## src/rtl/qsfm_audit_logger.sv

```systemverilog
// qsfm_audit_logger
// Captures fusion-core results into a small FIFO, tags each with a sequence
// number and a threshold flag, and streams every record as five 32-bit beats
// (header, anomaly, entropy, hmac, xor checksum) over valid/ready.
// Also tracks a persistent-anomaly alarm and a saturating drop counter.
module qsfm_audit_logger #(
  parameter int unsigned DEPTH       = 8,
  parameter logic [31:0] ANOM_THRESH = 32'h0000_0400,
  parameter int unsigned ALARM_RUN   = 3
) (
  input  logic                   clk_4ghz,
  input  logic                   rst_n,
  input  logic                   sample_valid,
  input  logic [31:0]            anomaly_in,
  input  logic [31:0]            entropy_in,
  input  logic [31:0]            hmac_in,
  output logic [31:0]            log_data,
  output logic                   log_valid,
  input  logic                   log_ready,
  output logic                   log_last,
  output logic                   alarm,
  output logic [15:0]            drop_count,
  output logic [$clog2(DEPTH):0] fifo_level
);

  localparam int unsigned PW = $clog2(DEPTH);
  localparam int unsigned LW = PW + 1;
  localparam int unsigned RW = $clog2(ALARM_RUN + 1);
  localparam logic [LW-1:0] LEVEL_FULL = LW'(DEPTH);
  localparam logic [RW-1:0] RUN_MAX    = RW'(ALARM_RUN);

  typedef enum logic [2:0] {
    ST_IDLE = 3'd0,
    ST_B0   = 3'd1,
    ST_B1   = 3'd2,
    ST_B2   = 3'd3,
    ST_B3   = 3'd4,
    ST_B4   = 3'd5
  } state_t;

  // Header beat: marker byte, flag bit and 16-bit sequence number.
  function automatic logic [31:0] make_header(input logic [15:0] seq, input logic flag);
    return {8'hA5, 7'b000_0000, flag, seq};
  endfunction

  // Trailer beat: xor of the four preceding beats.
  function automatic logic [31:0] beat_checksum(input logic [31:0] hdr, input logic [31:0] a,
                                                input logic [31:0] e, input logic [31:0] h);
    return hdr ^ a ^ e ^ h;
  endfunction

  // Record storage (one array per field).
  logic [15:0]   mem_seq_r  [DEPTH];
  logic          mem_flag_r [DEPTH];
  logic [31:0]   mem_anom_r [DEPTH];
  logic [31:0]   mem_ent_r  [DEPTH];
  logic [31:0]   mem_hmac_r [DEPTH];

  logic [PW-1:0] wr_ptr_r, rd_ptr_r;
  logic [LW-1:0] level_r, level_next_s;
  logic [15:0]   seq_r, seq_next_s;
  logic [15:0]   drop_r, drop_next_s;
  logic [RW-1:0] run_r, run_next_s;
  logic          alarm_r;
  state_t        state_r, next_state_s;
  logic [31:0]   data_r, data_next_s;
  logic          valid_r, last_r;

  logic          flag_s, push_s, pop_s, bypass_s;
  logic [PW-1:0] head_ptr_s;
  logic [15:0]   head_seq_s;
  logic          head_flag_s;
  logic [31:0]   head_anom_s, head_ent_s, head_hmac_s, head_hdr_s;

  // Capture decisions: full is judged on the registered level only.
  always_comb begin
    flag_s = (anomaly_in > ANOM_THRESH);
    if (sample_valid && (level_r < LEVEL_FULL)) begin
      push_s = 1'b1;
    end else begin
      push_s = 1'b0;
    end
    pop_s = (state_r == ST_B4) && log_ready;
  end

  // Next values of level, sequence number, drop counter and run counter.
  always_comb begin
    case ({push_s, pop_s})
      2'b10:   level_next_s = level_r + LW'(1);
      2'b01:   level_next_s = level_r - LW'(1);
      default: level_next_s = level_r;
    endcase
    if (push_s) begin
      seq_next_s = seq_r + 16'd1;
    end else begin
      seq_next_s = seq_r;
    end
    if (sample_valid && !push_s && (drop_r != 16'hFFFF)) begin
      drop_next_s = drop_r + 16'd1;
    end else begin
      drop_next_s = drop_r;
    end
    if (push_s && flag_s) begin
      if (run_r == RUN_MAX) begin
        run_next_s = run_r;
      end else begin
        run_next_s = run_r + RW'(1);
      end
    end else if (push_s) begin
      run_next_s = RW'(0);
    end else begin
      run_next_s = run_r;
    end
  end

  // Head-of-queue selection; a record pushed while the last stored one pops
  // is forwarded straight from the inputs so the next header has no gap.
  always_comb begin
    if (pop_s) begin
      head_ptr_s = rd_ptr_r + PW'(1);
    end else begin
      head_ptr_s = rd_ptr_r;
    end
    bypass_s = pop_s && push_s && (level_r == LW'(1));
    if (bypass_s) begin
      head_seq_s  = seq_r;
      head_flag_s = flag_s;
      head_anom_s = anomaly_in;
      head_ent_s  = entropy_in;
      head_hmac_s = hmac_in;
    end else begin
      head_seq_s  = mem_seq_r[head_ptr_s];
      head_flag_s = mem_flag_r[head_ptr_s];
      head_anom_s = mem_anom_r[head_ptr_s];
      head_ent_s  = mem_ent_r[head_ptr_s];
      head_hmac_s = mem_hmac_r[head_ptr_s];
    end
    head_hdr_s = make_header(head_seq_s, head_flag_s);
  end

  // Output FSM next state; each beat advances only on a handshake.
  always_comb begin
    next_state_s = state_r;
    case (state_r)
      ST_IDLE: if (level_r != LW'(0)) next_state_s = ST_B0; else next_state_s = ST_IDLE;
      ST_B0:   if (log_ready) next_state_s = ST_B1; else next_state_s = ST_B0;
      ST_B1:   if (log_ready) next_state_s = ST_B2; else next_state_s = ST_B1;
      ST_B2:   if (log_ready) next_state_s = ST_B3; else next_state_s = ST_B2;
      ST_B3:   if (log_ready) next_state_s = ST_B4; else next_state_s = ST_B3;
      ST_B4: begin
        if (log_ready && (level_next_s != LW'(0))) begin
          next_state_s = ST_B0;
        end else if (log_ready) begin
          next_state_s = ST_IDLE;
        end else begin
          next_state_s = ST_B4;
        end
      end
      default: next_state_s = ST_IDLE;
    endcase
  end

  // Beat contents for the state being entered.
  always_comb begin
    case (next_state_s)
      ST_B0:   data_next_s = head_hdr_s;
      ST_B1:   data_next_s = head_anom_s;
      ST_B2:   data_next_s = head_ent_s;
      ST_B3:   data_next_s = head_hmac_s;
      ST_B4:   data_next_s = beat_checksum(head_hdr_s, head_anom_s, head_ent_s, head_hmac_s);
      default: data_next_s = 32'h0000_0000;
    endcase
  end

  // FSM state and registered stream outputs.
  always_ff @(posedge clk_4ghz or negedge rst_n) begin
    if (!rst_n) begin
      state_r <= ST_IDLE;
      data_r  <= 32'h0000_0000;
      valid_r <= 1'b0;
      last_r  <= 1'b0;
    end else begin
      state_r <= next_state_s;
      data_r  <= data_next_s;
      valid_r <= (next_state_s != ST_IDLE);
      last_r  <= (next_state_s == ST_B4);
    end
  end

  // FIFO pointers and occupancy.
  always_ff @(posedge clk_4ghz or negedge rst_n) begin
    if (!rst_n) begin
      wr_ptr_r <= PW'(0);
      rd_ptr_r <= PW'(0);
      level_r  <= LW'(0);
    end else begin
      if (push_s) wr_ptr_r <= wr_ptr_r + PW'(1);
      if (pop_s)  rd_ptr_r <= rd_ptr_r + PW'(1);
      level_r <= level_next_s;
    end
  end

  // Sequence number, drop counter, anomaly run counter and alarm.
  always_ff @(posedge clk_4ghz or negedge rst_n) begin
    if (!rst_n) begin
      seq_r   <= 16'h0000;
      drop_r  <= 16'h0000;
      run_r   <= RW'(0);
      alarm_r <= 1'b0;
    end else begin
      seq_r   <= seq_next_s;
      drop_r  <= drop_next_s;
      run_r   <= run_next_s;
      alarm_r <= (run_next_s == RUN_MAX);
    end
  end

  // Record storage write; contents are don't-care until pushed.
  always_ff @(posedge clk_4ghz) begin
    if (push_s) begin
      mem_seq_r[wr_ptr_r]  <= seq_r;
      mem_flag_r[wr_ptr_r] <= flag_s;
      mem_anom_r[wr_ptr_r] <= anomaly_in;
      mem_ent_r[wr_ptr_r]  <= entropy_in;
      mem_hmac_r[wr_ptr_r] <= hmac_in;
    end
  end

  assign log_data   = data_r;
  assign log_valid  = valid_r;
  assign log_last   = last_r;
  assign alarm      = alarm_r;
  assign drop_count = drop_r;
  assign fifo_level = level_r;

endmodule

```

## config.mk

```make
export PLATFORM = sky130hd
export DESIGN_NAME = qsfm_audit_logger
export DESIGN_NICKNAME = d
export VERILOG_FILES = /design/src/rtl/qsfm_audit_logger.sv
export SDC_FILE = /design/constraint.sdc
export NUM_CORES = 1
export LEC_CHECK = 0
export CAP_MARGIN = 25
export CORE_UTILIZATION = 50
export CTS_CLUSTER_SIZE = 40
export DETAILED_ROUTE_END_ITERATION = 8
export DONT_BUFFER_PORTS = 1
export PLACE_DENSITY = 0.66
export SKIP_CTS_REPAIR_TIMING = 1
export SLEW_MARGIN = 0
export SYNTH_ARGS = -nofsm -noshare
export SYNTH_HDL_FRONTEND = slang
export SYNTH_SLANG_ARGS = --single-unit
export TNS_END_PERCENT = 20
```

## constraint.sdc

```tcl
create_clock -name clk_4ghz -period 15.5 [get_ports clk_4ghz]
set_input_delay 1.55 -clock clk_4ghz [delete_from_list [all_inputs] [get_ports clk_4ghz]]
set_output_delay 1.55 -clock clk_4ghz [all_outputs]
set_load 0.05 [all_outputs]
```

# ---- Yosys cells after proc, flatten, opt, wreduce, memory -nomap -nowiden
# Memory sizes are Yosys's and may differ from the RTL's.
# Cells that the tools add are included.
dict set report word_totals {
  ff_bits 82
  latch_bits 0
  ram_bits 904
  mem_bits_ro 0
  inputBits 100
  output_inout_bits 55
  wordCells 79
  n_memories 5
}
dict set report op_classes {
  addsub 7
  n_mul 0
  div 0
  n_lt_le_gt_ge 2
  eq_ne 16
  shifts 0
  n_mux 22
  bitwise_logic 3
  reduce_logical 13
}
# memory depth word_bits read_ports rd_ports_with_merged_regs wr line_no
set memory_table {}
lappend memory_table {mem_anom_r 8 32 1 0 1 55} ;# logic [31:0] mem_anom_r [DEPTH];
lappend memory_table {mem_ent_r 8 32 1 0 1 56} ;# logic [31:0] mem_ent_r [DEPTH];
lappend memory_table {mem_hmac_r 8 32 1 0 1 57} ;# logic [31:0] mem_hmac_r [DEPTH];
lappend memory_table {mem_seq_r 8 16 1 0 1 53} ;# logic [15:0] mem_seq_r [DEPTH];
lappend memory_table {mem_flag_r 8 1 1 0 1 54} ;# logic mem_flag_r [DEPTH];
# operator count
set ops {}
lappend ops {{$pmux W32 S5} 1}
lappend ops {{$mux W32} 3}
lappend ops {{$xor A32 B32 Y32} 3}
lappend ops {{$add A16 B1 Y16 const B} 2}
lappend ops {{$gt A32 B11 Y1 const B} 1}
lappend ops {{$pmux W3 S6} 1}
lappend ops {{$mux W16} 1}
lappend ops {{$ne A16 B16 Y1 const B} 1}
lappend ops {{$eq A3 B2 Y1 const B} 4}
lappend ops {{$eq A3 B3 Y1 const B} 4}
lappend ops {{$mux W3} 4}
lappend ops {{$logic_and A1 B1 Y1} 8}
lappend ops {{$mux W2} 4}
lappend ops {{$pmux W4 S2} 1}
lappend ops {{$reduce_bool A4 Y1} 2}
lappend ops {{$mux W1} 7}
lappend ops {{$add A3 B1 Y3 const B} 2}
lappend ops {{$eq A2 B2 Y1 const B} 3}
lappend ops {{$eq A3 B1 Y1 const B} 2}
lappend ops {{$add A4 B1 Y4 const B} 1}
lappend ops {{$eq A4 B1 Y1 const B} 1}
lappend ops {{$lt A4 B4 Y1 const B} 1}
lappend ops {{$sub A4 B1 Y4 const B} 1}
lappend ops {{$logic_not A3 Y1} 1}
lappend ops {{other kinds (4)} 4}

# ---- Longest topological paths before layout
dict set report depth {
  depth_word 11
  depth_mapped 18
  ltp_nobuf 12
}

# ---- Worst setup path after synthesis
# OpenSTA, ideal clock, no wires.
dict set report synth_timing {
  path_kind {input to register}
  from {input sample_valid}
  to {memory mem_anom_r[0][0], enable pin}
  setup_time_ns 0.862
  arrival_ns 12.485
  t_required_ns 14.638
  path_slack_ns 2.152
  path_stages 3
  n_path_buf 1
  cell_sequence {nand2b_1 -> clkbuf_1 -> nor4_1}
}
dict set report synth_via {
  elab_chain_cells 4
}
# item line_no
set synth_lines {}
lappend synth_lines {{from (decl)} 13} ;# input logic sample_valid,
lappend synth_lines {{$logic_and A1 B1 Y1} 78} ;# if (sample_valid && (level_r < LEVEL_FULL)) begin
lappend synth_lines {{$mux W1} 78}
lappend synth_lines {{$mux W1} 220} ;# if (push_s) begin
lappend synth_lines {{$mux W1 (implied by the code)} 223} ;# mem_anom_r[wr_ptr_r] <= anomaly_in;
lappend synth_lines {{to (decl)} 55}
# Every way passes these cells.

# ---- Worst setup path in the final report
dict set report layout_timing {
  from {register level_r[3] (netlist: fifo_level[3])}
  to {register data_r[4] (netlist: log_data[4])}
}
dict set report layout_via {
  elab_chain_cells 11
  word_cells_on_any_way 30
  cone_classes {add/sub: 2; order compare: 1; eq/ne: 8; mux: 10; bitwise: 3; reduce/logical: 6}
}
# item line_no
set layout_lines {}
lappend layout_lines {{from (decl)} 60} ;# logic [LW-1:0] level_r, level_next_s;
lappend layout_lines {{from (signal assigned)} 199} ;# level_r <= level_next_s;
lappend layout_lines {{$lt A4 B4 Y1} 78}
lappend layout_lines {{$logic_and A1 B1 Y1} 78}
lappend layout_lines {{$mux W1} 78}
lappend layout_lines {{$eq A2 B1 Y1 / $eq A2 B2 Y1 (equally long branches)} 88} ;# case ({push_s, pop_s})
lappend layout_lines {{$pmux W4 S2} 88}
lappend layout_lines {{$reduce_bool A4 Y1} 151} ;# if (log_ready && (level_next_s != LW'(0))) begin
lappend layout_lines {{$logic_and A1 B1 Y1} 151}
lappend layout_lines {{$mux W3} 151}
lappend layout_lines {{$pmux W3 S6} 144} ;# case (state_r)
lappend layout_lines {{$eq A3 B3 Y1, or another cell as far along} 165} ;# case (next_state_s)
lappend layout_lines {{$pmux W32 S5 (*)} 165}
lappend layout_lines {{net data_next_s[4]} 66} ;# logic [31:0] data_r, data_next_s;
lappend layout_lines {{to (signal assigned)} 184} ;# data_r <= data_next_s;
lappend layout_lines {{to (decl)} 66}
# Mark *: on every way through the listed nets, which the timed path passes. The rest lies on a longest branch.
# A chain may end at the register's enable or synchronous reset.

==> metrics <==
run status=finished, final reports clean; die area=between 0.08 and 0.09 mm^2; count of final max-slew check failures=0; total power divided by cell area=approximately 220 mW/mm^2; flip-flop and latch count after synthesis=986; share of the clock period used by the worst path after layout=34.9%; antenna violations before repair=0; share of synthesized area spent on multiplexers=5.31%; maximum number of pins on one net before global-route repair=135; maxcap violations=0; worst clock skew=0.0207 ns; area share of the largest cell type after synthesis=a little under two thirds; largest family of logic cells by synthesized area=compound AO/OA/AOI/OAI gates; clock network fraction of design power=24.5%; via-per-instance ratio=6.83; Final Net Count=2944; crit path kind=reg2reg; final number of hold-violating endpoints=0; sequential cell area fraction in the yosys report=between 60% and 70%; cell breakdown of the critical path=nand2b_1 -> inv_1 -> ha_1 -> nor4bb_4 -> a21oi_1 -> nand2_4 -> buf_4 -> a2111oi_0 -> a221oi_1 -> o22ai_1 -> a211oi_1 -> o21ai_1; setup TNS=0 ns; Routed WL=126000 um; Setup crit end kind=register; first-pass GRT wire length=184000 um; NetSw=4.00 mW; Top Ports=155; share of synthesized registers carrying an async set or reset=8.32%; number of enable flip-flop cells after synthesis=904; Worst Max-Slew Pin Slew=between 1 and 1.5 ns; Inserted Clock Buffers=102; highest net fanout along the worst path=49; Hold WC Path Type=reg2reg; delay of the slowest cell on the worst path=0.70 ns; synthesized net count=3007; CTS tree=done; WP data required=16.04 ns; total track usage=between 20% and 30%; Max Clock Freq=185 MHz; vias in the first global route=27.7k; Lkg Pwr=15.0 nW; average footprint of a synthesized cell=14.7 um^2; iteration count of the initial detailed-routing pass=6; internal power=6.25 mW; Die Y=294 um; post-route antenna net violation count=0; pre-CTS WS=9.51 ns; cell count after synthesis=2896; cell area after placement=approximately 0.043 mm^2; share of layout cells above drive strength 1=12.8%; Max-slew headroom=between 20% and 30%; leading cell types by total area after synthesis=edfxtp_1 64%, dfrtp_1 4.8%, o22ai_1 4.3%, o221ai_1 3.3%, mux2i_1 2.6%; Adder-Cell Fraction of Synth Area=0.324%; Sw Ratio=39.0%; violation count after the first detailed-routing iteration=3192; number of warnings reported in the yosys synthesis log=0; fraction of the mapped netlist area in compound gates=roughly 15%; final standard cell area without fillers=0.0469 mm^2; number of vias after detailed routing=27.7k; Syn-to-layout area delta=10.4%; Final setup violation count=0; post-synthesis simple-gate area fraction=about 5.7%; maximum vdd ir drop=about 130 uV; combinational share of power=38.4%; maximum clock path buffer count=3; count of different cell masters after synthesis=85; routed wirelength normalized by instance count=31.1 um; combined area of all synthesized cells=0.0425 mm^2; clock transition at the registers of the reported paths=0.06 ns; Post-synth top cells=904 x edfxtp_1, 295 x o22ai_1, 159 x o221ai_1; global route total overflow=0; count of input and output buffers=0; global placement routability congestion=slightly above 0.8; worst hold-check slack=0.569 ns; post-detailed-placement half-perimeter wirelength=69000 um; number of sinks on the clock net=about 990; Std-Cell Core Area=0.0840 mm^2; slowest CP cell=buf_4; RSZ-0062 raised after global routing=no; standard-cell row count=106; part of the power in registers=37.1%; main flop type after synthesis=edfxtp_1; final period demand of the worst path=5.41 ns; share of the core filled with cells=55.9%; horizontal die dimension=294 um; Post-Synth XOR/XNOR Area=under 10%; starting utilization of the core area=50.7%; antenna cell count=0; most frequently used cell type in the post-synthesis netlist=edfxtp_1; clock network latency to the later pin of the worst-skew pair=around 0.67 ns; setup ws final=10.09 ns; cell type contributing the most total cell area after synthesis=edfxtp_1; startpoint kind of the worst setup timing path=register; H-tree Lvls=3; DR DRC count=0; cell chosen for the clock root=clkbuf_16; CP Data Arrival Time=roughly 6.0 ns
[metrics by stage]
stage               total power, mW  instances
floorplan                      6.61       2896
global placement               7.62       3862
detailed placement             7.73       3863
CTS                            10.2       4056
global route                   10.6       4056
finish                         10.3       4056
[kinds of logic after synthesis]
family | count (synthesis)
flops | 986
compound gates | 851
simple gates | 506
buf+inv | 244
mux | 187
xor+xnor | 111
fa+ha+maj | 11
[area by class of cell]
| cell class | count | area (um^2) |
|---|---|---|
| fillers | 6526 | 37000 |
| flip-flops and latches | 986 | 29200 |
| multi-input cells | 1666 | 12300 |
| clock buffers | 128 | 2740 |
| well taps | 1134 | 1420 |
| clock inverters | 65 | 712 |
| repair buffers | 53 | 455 |
| inverters | 24 | 93.8 |
[placed cells by master, fill, tap and decap left out, drive strengths merged, types with 6 or more instances in the layout]
cell	instances
inv	29
nand2b	25
nand2	143
mux2i	112
edfxtp	904
clkbuf	128
o21ai	64
a2111oi	17
a221oi	38
buf	53
dfrtp	82
nor2	126
or4	13
mux4	24
o221ai	160
nor2b	16
mux2	51
nor4	18
a21oi	77
xnor2	86
bufinv	12
a21o	6
o2111ai	7
nand3	18
ha	11
a311oi	7
o41ai	7
nor3	101
a211oi	94
o211ai	14
o22ai	305
or3	15
clkinv	43
a211o	9
xor2	25
nand4	10
[routing by layer]
layer	track usage [%]	up-vias	routed length (um)
met1	37.5	14100	47300
met3	5.93	275	12400
met5	0	-	0
met4	11.2	0	4890
met2	48.4	1553	61800
li1	-	11700	-
[worst paths after layout]
kind / start / endpoint / slack, ns / cells past startpoint
max: fifo_level[3]$_DFF_PN0_ / log_data[4]$_DFF_PN0_ / 10.09 / 12
min: run_r[0]$_DFF_PN0_ / run_r[0]$_DFF_PN0_ / 0.57 / 1
max reg2reg: fifo_level[3]$_DFF_PN0_ / log_data[4]$_DFF_PN0_ / 10.09 / 12
min reg2reg: run_r[0]$_DFF_PN0_ / run_r[0]$_DFF_PN0_ / 0.57 / 1
max in group asynchronous: rst_n / rd_ptr_r[1]$_DFF_PN0_ / 14.66 / 0
min in group asynchronous: rst_n / alarm$_DFF_PN0_ / 0.60 / 0
[flip-flops by register name (all words and copies together) (netlist names), 2 cells and up]
| signal | flops |
|---|---|
| drop_count | 16 |
| fifo_level | 4 |
| log_data | 32 |
| mem_anom_r | 256 |
| mem_ent_r | 256 |
| mem_flag_r | 8 |
| mem_hmac_r | 256 |
| mem_seq_r | 128 |
| rd_ptr_r | 3 |
| run_r | 2 |
| seq_r | 16 |
| state_r | 3 |
| wr_ptr_r | 3 |
[power groups by stage]
stage	Combinational, mW	Clock, mW	Sequential (mW)
after floorplan	2.80	0	3.81
after global placement	3.79	0	3.83
after detailed placement	3.87	0	3.85
after CTS	3.89	2.53	3.80
after global routing	4.16	2.63	3.84
final	3.94	2.51	3.80
[critical path, delay by kind of cell, from the launching register on]
family,cells,cell delay (ns)
compound gates,6,1.52
fa+ha+maj,1,0.30
simple gates,3,1.40
flops,1,0.68
buf+inv,2,1.33
Power figures use the tool's default switching activity.
